--- src/rtl/data_bus_seq.sv ---
// data_bus_seq: registered multi-source bus mux with sticky conflict tracking.
// Optional macro DATA_BUS_PARITY_EN adds a registered even-parity output.
module data_bus_seq #(
    parameter int REG_COUNT = 16,
    parameter int WIDTH     = 12,
    localparam int IDXW     = (REG_COUNT > 1) ? $clog2(REG_COUNT) : 1
) (
    input  logic                       clk,
    input  logic                       reset,
    input  logic [REG_COUNT-1:0]       read_en,
    input  logic [REG_COUNT*WIDTH-1:0] src_data,
    input  logic                       err_clr,
    output logic [WIDTH-1:0]           dataout,
    output logic                       bus_valid,
    output logic [IDXW-1:0]            src_idx,
    output logic                       conflict,
    output logic [15:0]                xfer_cnt,
`ifdef DATA_BUS_PARITY_EN
    output logic                       parity,
`endif
    output logic [1:0]                 state
);

    typedef enum logic [1:0] {
        S_IDLE  = 2'd0,
        S_DRIVE = 2'd1,
        S_HOLD  = 2'd2,
        S_ERR   = 2'd3
    } state_t;

    state_t state_q, state_d;

    logic [WIDTH-1:0] dataout_q, dataout_d;
    logic             valid_q, valid_d;
    logic [IDXW-1:0]  idx_q, idx_d;
    logic             conflict_q, conflict_d;
    logic [15:0]      cnt_q, cnt_d;

    logic             any_req;
    logic             multi_req;
    logic [IDXW-1:0]  sel_idx;
    logic [WIDTH-1:0] sel_data;
    logic             found;

    // Request decode: lowest set read_en bit wins the bus
    always_comb begin
        any_req   = |read_en;
        multi_req = |(read_en & (read_en - {{(REG_COUNT-1){1'b0}}, 1'b1}));
        sel_idx   = '0;
        sel_data  = '0;
        found     = 1'b0;
        for (int i = 0; i < REG_COUNT; i++) begin
            if (read_en[i] && !found) begin
                sel_idx  = IDXW'(i);
                sel_data = src_data[i*WIDTH +: WIDTH];
                found    = 1'b1;
            end
        end
    end

    // FSM state register
    always_ff @(posedge clk) begin
        if (reset) state_q <= S_IDLE;
        else       state_q <= state_d;
    end

    // FSM next state: multi-hot forces ERR from anywhere, ERR exits only on err_clr
    always_comb begin
        state_d = state_q;
        if (multi_req) begin
            state_d = S_ERR;
        end else begin
            case (state_q)
                S_IDLE:  state_d = any_req ? S_DRIVE : S_IDLE;
                S_DRIVE: state_d = any_req ? S_DRIVE : S_HOLD;
                S_HOLD:  state_d = any_req ? S_DRIVE : S_HOLD;
                S_ERR: begin
                    if (err_clr) state_d = any_req ? S_DRIVE : S_HOLD;
                    else         state_d = S_ERR;
                end
                default: state_d = S_IDLE;
            endcase
        end
    end

    // Output next values: bus data, index, valid, counter and sticky conflict
    always_comb begin
        dataout_d  = any_req ? sel_data : dataout_q;
        idx_d      = any_req ? sel_idx : idx_q;
        valid_d    = any_req;
        cnt_d      = cnt_q + {15'd0, any_req};
        conflict_d = conflict_q;
        if (multi_req)
            conflict_d = 1'b1;
        else if (err_clr && (state_q == S_ERR))
            conflict_d = 1'b0;
    end

    // Output registers
    always_ff @(posedge clk) begin
        if (reset) begin
            dataout_q  <= '0;
            valid_q    <= 1'b0;
            idx_q      <= '0;
            conflict_q <= 1'b0;
            cnt_q      <= '0;
        end else begin
            dataout_q  <= dataout_d;
            valid_q    <= valid_d;
            idx_q      <= idx_d;
            conflict_q <= conflict_d;
            cnt_q      <= cnt_d;
        end
    end

`ifdef DATA_BUS_PARITY_EN
    logic parity_q;

    // Parity tracks dataout in the same register stage
    always_ff @(posedge clk) begin
        if (reset) parity_q <= 1'b0;
        else       parity_q <= ^dataout_d;
    end

    assign parity = parity_q;
`endif

    assign dataout   = dataout_q;
    assign bus_valid = valid_q;
    assign src_idx   = idx_q;
    assign conflict  = conflict_q;
    assign xfer_cnt  = cnt_q;
    assign state     = state_q;

endmodule

--- config.mk ---
export PLATFORM = sky130hd
export DESIGN_NAME = data_bus_seq
export DESIGN_NICKNAME = d
export VERILOG_FILES = /design/src/rtl/data_bus_seq.sv
export SDC_FILE = /design/constraint.sdc
export NUM_CORES = 1
export LEC_CHECK = 0
export ABC_AREA = 1
export BUFFER_PORTS_ARGS = -buffer_cell sky130_fd_sc_hd__clkbuf_2
export CORE_MARGIN = 8
export CORE_UTILIZATION = 45
export CTS_CLUSTER_SIZE = 24
export DETAILED_ROUTE_END_ITERATION = 6
export GPL_TIMING_DRIVEN = 0
export PLACE_DENSITY = 0.86
export SLEW_MARGIN = 40
export SYNTH_ARGS = -nofsm -noshare
export SYNTH_HDL_FRONTEND = slang
export SYNTH_SLANG_ARGS = --single-unit
export TNS_END_PERCENT = 20
--- constraint.sdc ---
create_clock -name clk -period 3.95 [get_ports clk]
set_input_delay 0.1975 -clock clk [delete_from_list [all_inputs] [get_ports clk]]
set_output_delay 0.1975 -clock clk [all_outputs]
set_load 0.005 [all_outputs]
==> results of run 1 <==
-- state kept, by name, summed over array words and instances (netlist names) --
signal and count:
xfer_cnt 16, state 2, conflict 1, src_idx 4, dataout 12, bus_valid 1
-- logic make-up after synthesis --
kind of cell	share of synthesized area, %
buffers and inverters	9.84
AO/OA/AOI/OAI	13.3
flip-flops	21.7
XOR/XNOR	0.528
adder cells (fa/ha/maj)	1.51
AND/OR/NAND/NOR	53.1
-- placed cells by master, fill, tap and decap left out, types with 11 or more instances in the layout --
| cell type | Yosys | routed |
|---|---|---|
| clkbuf_2 | 0 | 245 |
| nand2_1 | 172 | 172 |
| nor2_1 | 117 | 117 |
| inv_1 | 56 | 56 |
| nand3_1 | 38 | 38 |
| dfxtp_1 | 36 | 36 |
| a21oi_1 | 30 | 30 |
| o21ai_0 | 24 | 24 |
| nand4_1 | 23 | 23 |
| or2_2 | 11 | 11 |
-- critical path: stages --
cell      delay (ns)
clkbuf_2        0.18
nor2_8          0.07
nand2_4         0.13
nor2_4          0.06
nand3_2         0.12
inv_2           0.09
nand2_2         0.11
buf_6           0.16
ha_1            0.18
ha_1            0.17
nand2_1         0.07
nor3_1          0.19
nand2_1         0.11
nor2_1          0.19
nand2_1         0.08
nor2_1          0.19
nand4_1         0.13
nor2_1          0.14
o21ai_0         0.08
a21oi_1         0.14
-- synthesized netlist by cell type, types with 2 or more instances --
master / instances
nor3_1: 6
inv_2: 8
clkbuf_1: 3
nand3_1: 38
inv_1: 56
nand4_1: 23
or2_2: 11
nand3b_1: 2
nand3_2: 2
a22o_1: 4
nor3_4: 2
o211ai_1: 2
o21ai_0: 24
a21oi_1: 30
nand2_2: 7
nand2_1: 172
dfxtp_1: 36
a211oi_1: 3
ha_1: 4
buf_6: 2
nor4_1: 2
nor2_4: 3
nor2_1: 117
a221oi_1: 4
nor2_2: 5
xor2_1: 2
buf_2: 3
buf_4: 4
-- metrics by stage --
stage	setup WS [ns]	instances	util, %	cell area (sq um)	power, mW
2_1_floorplan	1.63	589	-	3320	0.499
3_3_place_gp	1.23	933	64.7	4670	0.652
3_5_place_dp	1.16	933	64.7	4670	0.660
4_1_cts	1.46	941	66.2	4780	0.977
5_1_grt	0.993	941	66.2	4780	1.03
6_report	1.37	941	66.2	4780	0.977
-- layer usage --
layer,GRT usage (%),up-vias,share of wire [%]
met1,33.5,2184,38
met4,14.6,0,4.7
met5,0,-,0
met2,49.9,262,47
met3,6.34,55,10
li1,-,2417,-
-- layout make-up --
type                            count  area, sq um  share of cell area [%]
Timing Repair Buffer              245         1230                    25.7
Clock inverter                      2         35.0                   0.734
Clock buffer                        6         72.6                    1.52
Buffer                             13         82.6                    1.73
Multi-Input combinational cell    475         2270                    47.6
Sequential cell                    36          721                    15.1
Tap cell                           99          124                    2.59
Inverter                           65          244                    5.11
-- path summary, 6_finish.rpt --
kind | slack, ns | cells after the start | startpoint | end
max | 1.37 | 20 | read_en[1] | xfer_cnt[14]
max reg2reg | 1.88 | 12 | xfer_cnt[0] | xfer_cnt[14]
min reg2reg | 0.48 | 2 | dataout[5] | dataout[5]
min | 0.14 | 2 | reset | bus_valid
-- where the power goes --
part | switching (mW) | internal [mW] | total [mW]
clock network | 0.134 | 0.187 | 0.322
logic | 0.138 | 0.129 | 0.267
registers | 0.00971 | 0.379 | 0.388
==> flow_summary.rst, run 1 <==
.. list-table::
   :header-rows: 1

   * - Metric
     - Value
   * - Die extent in x
     - 102 um
   * - IO Port Bufs
     - 245
   * - CP Class
     - in -> reg
   * - Req. time, crit path
     - 4.18 ns
   * - Netlist area before placement
     - between 0.003 and 0.004 sq mm
   * - Share of the synthesized area in the top cell type
     - between 20% and 30%
   * - Routed vias
     - 4918
   * - Count of synthesis-stage warnings from yosys
     - 0
   * - Final net count
     - approximately 1100
   * - Worst ir drop on vdd
     - 149 uV
   * - Drt wl/cell
     - 16.5 um
   * - Area inside the core boundary
     - 0.00721 sq mm
   * - Top flip-flop cell by instance count after synthesis
     - dfxtp_1
   * - Cell row count
     - 31
   * - Routability Congestion
     - approximately 1
   * - Status
     - complete, no violations
   * - TritonCTS clock tree
     - built
   * - Maximum clock frequency
     - 388 MHz
   * - Startpoint type of the worst setup path
     - input pin
   * - Syn Area/Cell
     - approximately 5.6 sq um
   * - Final number of hold-violating endpoints
     - 0
   * - Quantity of gates resized following cts
     - 0
   * - Clock Latency Late Sink
     - 0.29 ns
   * - Post-route setup TNS
     - 0 ns
   * - Power density cells
     - 205 mW/mm^2
   * - Area grow syn2layout
     - 43.9%
   * - Ratio of final minimum period to clock period
     - about 65%
   * - Total die area
     - 0.0104 sq mm
   * - Number of filler cells placed in the layout
     - 709
   * - Standby leakage power
     - 2.67 nW
   * - Max_slew headroom
     - 58.6%
   * - Clock Tree Buf Depth
     - 2
   * - Number of setup buffers added after CTS
     - 0
   * - Initial DRT Pass Iterations
     - 5
   * - Largest net degree at the start of global routing
     - 12
   * - Violation count after the first detailed-routing iteration
     - 246
   * - Worst hold slack
     - between 0.1 and 0.15 ns
   * - Y dimension of the die
     - 102 um
   * - Count of hold-fix buffers inserted at cts
     - 0
   * - Vias in the first global route
     - 4855
   * - Post-DRT Antenna Nets
     - 0
   * - Slew of the pin with the lowest slew margin
     - 0.616 ns
   * - Netlist cell types
     - 42
   * - DR vias/cell
     - approximately 5.2
   * - Syn nets
     - 804
   * - Total detailed-routing wirelength
     - about 16000 um
   * - Residual DRC
     - 0
   * - Crit path time final
     - around 2.6 ns
   * - FF+latch count, synth
     - 36
   * - Data arrival at the endpoint of the critical path
     - 2.80 ns
   * - Total count of max-transition violations in the final report
     - 0
   * - Cell taking the most area after synthesis
     - dfxtp_1
   * - Antenna violations before repair
     - 0
   * - Clock tree sinks
     - 36
   * - Dominant cells by area after synthesis
     - dfxtp_1 22%, nand2_1 19%, nor2_1 13%, inv_1 6.3%, nand3_1 5.7%
   * - Root buffer cell
     - clkbuf_8
   * - Clock-pin slew on the worst setup and hold paths
     - roughly 0.070 ns
   * - Critical Path End Type
     - flop
   * - GRT Overall Usage
     - 29.1%
   * - IO Count
     - 247
   * - Number of maximum-capacitance violations
     - 0
   * - CTS H-tree lvls
     - 2
   * - Share of the yosys chip area belonging to registers
     - between 20% and 30%
   * - Share of flip-flops with an asynchronous set or reset
     - 0%
   * - Number of buffers created by CTS
     - 5
   * - Count of flip-flops with a built-in enable after synthesis
     - 0
   * - Proportion of layout cells with a drive suffix above 1
     - 36.1%
   * - Worst hold-check path type
     - in -> reg
   * - Post-Syn Instances
     - 589
   * - Wire length of the first global-routing pass
     - 23600 um
   * - Finish-stage setup viols
     - 0
   * - Starting density of the core
     - between 40% and 50%
   * - Max Clock Skew
     - 0.00442 ns
   * - Diode count
     - 0
   * - Overflow after GRT
     - 0
   * - Worst-path maximum fanout
     - 10
   * - Detail Placement HPWL
     - 13500 um
   * - RSZ-0062 raised after global routing
     - false
(Power assumes the default switching activity.)
==> inputs of run 2 (changes only) <==
Settings changed: CORE_UTILIZATION 45 to 37, PLACE_DENSITY 0.86 to 0.76.
Clock period 3.95 ns to 2.2 ns, I/O delays scaled along.
==> run 2 against run 1 <==
Die area increased by 18%. Largest power group unchanged. Clock-buffer cell count unchanged. Setup slack got worse by 1.2 ns. Highest routed layer unchanged. Sequential share of layout area decreased by 0.51 points.
==> flow_summary.rst, run 2 (synthesis gave the netlist of run 1 again) <==
.. list-table::
   :header-rows: 1

   * - Metric
     - Value
   * - Endpoint of the lowest-slack register-to-register path
     - xfer_cnt[14]
   * - Clock Tree Buf Depth
     - 2 (unchanged)
   * - Starting density of the core
     - 38.0% (-7.9 points)
   * - Y dimension of the die
     - 111 um (+8.7%)
   * - Post-DRT Antenna Nets
     - 0 (unchanged)
   * - Antenna violations before repair
     - 0 (unchanged)
   * - Final number of hold-violating endpoints
     - 0 (unchanged)
   * - GRT Overall Usage
     - 24.1% (-5.0 points)
   * - Ratio of final minimum period to clock period
     - 90.4%
   * - Slowest cell on the critical path
     - ha_2
   * - Routed vias
     - 4718 (-4.1%)
   * - Number of maximum-capacitance violations
     - 0 (unchanged)
   * - Data arrival at the endpoint of the critical path
     - 2.21 ns (-0.59 ns)
   * - Maximum clock frequency
     - between 500 and 600 MHz
   * - Cell family contributing the most delay on the critical path
     - simple AND/OR/NAND/NOR gates
   * - CP max stage delay
     - 0.17 ns (-0.02 ns)
   * - DR vias/cell
     - 4.92 (-5.8%)
   * - Worst-case setup slack after placement
     - -0.518 ns (-1.68 ns)
   * - CTS H-tree lvls
     - 2 (unchanged)
   * - IO Port Bufs
     - 245 (unchanged)
   * - Routability Congestion
     - 0.939 (-3.5%)
   * - Startpoint type of the worst setup path
     - input pin
   * - Number of cells in the finished layout apart from fillers
     - 958 (+1.8%)
   * - Proportion of layout cells with a drive suffix above 1
     - 37.9% (+1.8 points)
   * - Clock Latency Late Sink
     - 0.29 ns (about the same)
   * - Number of buffers created by CTS
     - 5 (unchanged)
   * - Residual DRC
     - 0 (unchanged)
   * - Crit path time final
     - ~2.0 ns
   * - Initial DRT Pass Iterations
     - 5 (unchanged)
   * - Clock-pin slew on the worst setup and hold paths
     - 0.07 ns (about the same)
   * - Dpl cells
     - 942 (+0.96%)
   * - Status
     - complete, no violations
   * - Req. time, crit path
     - 2.42 ns (-1.76 ns)
   * - Area inside the core boundary
     - 0.00872 sq mm (+21%)
   * - Sink of the worst hold path
     - bus_valid
   * - Diode count
     - 0 (unchanged)
   * - Max_slew headroom
     - 60.5% (+1.8 points)
   * - Total count of max-transition violations in the final report
     - 0 (unchanged)
   * - Largest register FFs
     - 16 (unchanged)
   * - Final Instance Area
     - 0.00494 sq mm (+3.5%)
   * - Count of hold-fix buffers inserted at cts
     - 0 (unchanged)
   * - List of cells traversed by the critical path
     - clkbuf_2 > nor2_2 > nand2_4 > nor2_4 > nand3_4 > inv_4 > nand2_4 > buf_6 > ha_4 > ha_2 > nand2_2 > nor3_4 > nand2_2 > nor2_2 > nand2_1 > nor2_2 > nand4_1 > nor2_1 > o21ai_1 > a21oi_1
   * - Total die area
     - 0.0123 sq mm (+18%)
   * - Most common library cell in the layout ignoring fill and taps
     - clkbuf_2
   * - Launch point of the worst reg-to-reg path
     - xfer_cnt[0]
   * - Most common cell type on the critical path
     - nor2_2
   * - Final core utilization
     - 56.7% (-9.5 points)
   * - Root buffer cell
     - clkbuf_8
   * - Startpoint of the worst hold path
     - reset
   * - Worst hold path stage count
     - 2 (unchanged)
   * - Clock tree sinks
     - 36 (unchanged)
   * - TritonCTS clock tree
     - built
   * - Overflow after GRT
     - 0 (unchanged)
   * - Detail Placement HPWL
     - 13400 um (-1.2%)
   * - Cell depth of the worst flop-to-flop path
     - 12 (unchanged)
   * - Standby leakage power
     - 2.74 nW (+2.6%)
   * - Total detailed-routing wirelength
     - 15700 um (+1.2%)
   * - Max Clock Skew
     - 0.00525 ns (+0.000825 ns)
   * - Die extent in x
     - 111 um (+8.7%)
   * - Crit path buf inv count
     - 3 (unchanged)
   * - Drt wl/cell
     - 16.4 um (-0.58%)
   * - CP Class
     - in -> reg
   * - Power density cells
     - 358 mW/mm^2 (+75%)
   * - Worst hold slack
     - 0.0511 ns (-0.0868 ns)
   * - Largest net degree at the start of global routing
     - 12 (unchanged)
   * - Final net count
     - 1064 (+0.76%)
   * - Cell area after placement
     - 0.00468 sq mm (+0.35%)
   * - Highest-count cells in the layout ignoring fill and taps
     - 236 x clkbuf_2, 169 x nand2_1, 114 x nor2_1
   * - Wire length of the first global-routing pass
     - 24000 um (+1.8%)
   * - Worst hold-check path type
     - in -> reg
   * - Setup slack of the worst register-to-register path
     - 0.29 ns (-1.59 ns)
   * - Worst-path maximum fanout
     - 7 (-3)
   * - Finish-stage setup viols
     - 0 (unchanged)
   * - Vias in the first global route
     - 4592 (-5.4%)
   * - Cell row count
     - 34 (+9.7%)
   * - Area grow syn2layout
     - 48.9%
   * - IO Count
     - 247 (unchanged)
   * - Final worst-path setup slack
     - 0.211 ns (-1.16 ns)
   * - Critical Path End Type
     - flop
   * - Slew of the pin with the lowest slew margin
     - 0.589 ns (-0.0275 ns)
   * - Worst ir drop on vdd
     - 240 uV (+60%)
   * - Violation count after the first detailed-routing iteration
     - 480 (+95%)
## run 2: cell count changes in the layout (fill, tap and decap cells not counted), sizes merged
cell | previous run | this run
clkbuf | 254 | 245
buf | 10 | 27
## run 2: worst max-delay path by stage
stage           startpoint           end  cells after the start  slack [ns]
2_1_floorplan   read_en[0]  xfer_cnt[14]                     20        0.02
3_3_place_gp    read_en[1]  xfer_cnt[14]                     20       -0.50
3_5_place_dp    read_en[1]  xfer_cnt[14]                     20       -0.52
4_1_cts        read_en[10]  xfer_cnt[14]                     20        0.02
5_1_grt         read_en[2]  xfer_cnt[14]                     20      -0.005
6_report        read_en[2]  xfer_cnt[14]                     20        0.21
## run 2: cell type report
type	instances	area, sq um
fill	944	3780
multi-input combinational	475	2330
timing repair buffer	253	1320
sequential	36	721
inverter	65	246
tap	108	135
buffer	13	86.3
clock buffer	6	72.6
clock inverter	2	35.0
## run 2: what timing repair did
item / in CTS / in global routing
gates cloned: 0 / 0
resized for setup: 7 / 32
pin swaps: 3 / 6
setup buffers: 2 / 6
endpoints found under the setup margin: 5 / 6
## run 2: worst reg2reg max path, delay by kind of cell (launching register included)
family / cells / cell delay (ns)
adders and majority gates: 2 / 0.32
and+or+nand+nor: 8 / 0.94
DFF: 1 / 0.38
AOI/OAI and AO/OA: 2 / 0.21
## run 2: stage by stage
step           total power, mW   TNS, ns
6_report                  1.77         0
5_1_grt                   1.87  -0.00501
4_1_cts                   1.76         0
3_5_place_dp              1.19     -2.39
3_3_place_gp              1.18     -2.25
2_1_floorplan            0.896         0
## run 2: routing by layer
metal / vias to the layer above / wire length, um / global-route usage, %
met4: 0 / 289 / 4.50
met5: - / 0 / 0
met1: 2054 / 6730 / 29.8
met2: 213 / 7380 / 40.7
li1: 2429 / - / -
met3: 22 / 1320 / 6.93
## run 2: power by group
| group | internal, mW | switching, mW |
|---|---|---|
| Sequential | 0.680 | 0.0169 |
| Combinational | 0.242 | 0.251 |
| Clock | 0.336 | 0.242 |
| Total | 1.26 | 0.510 |
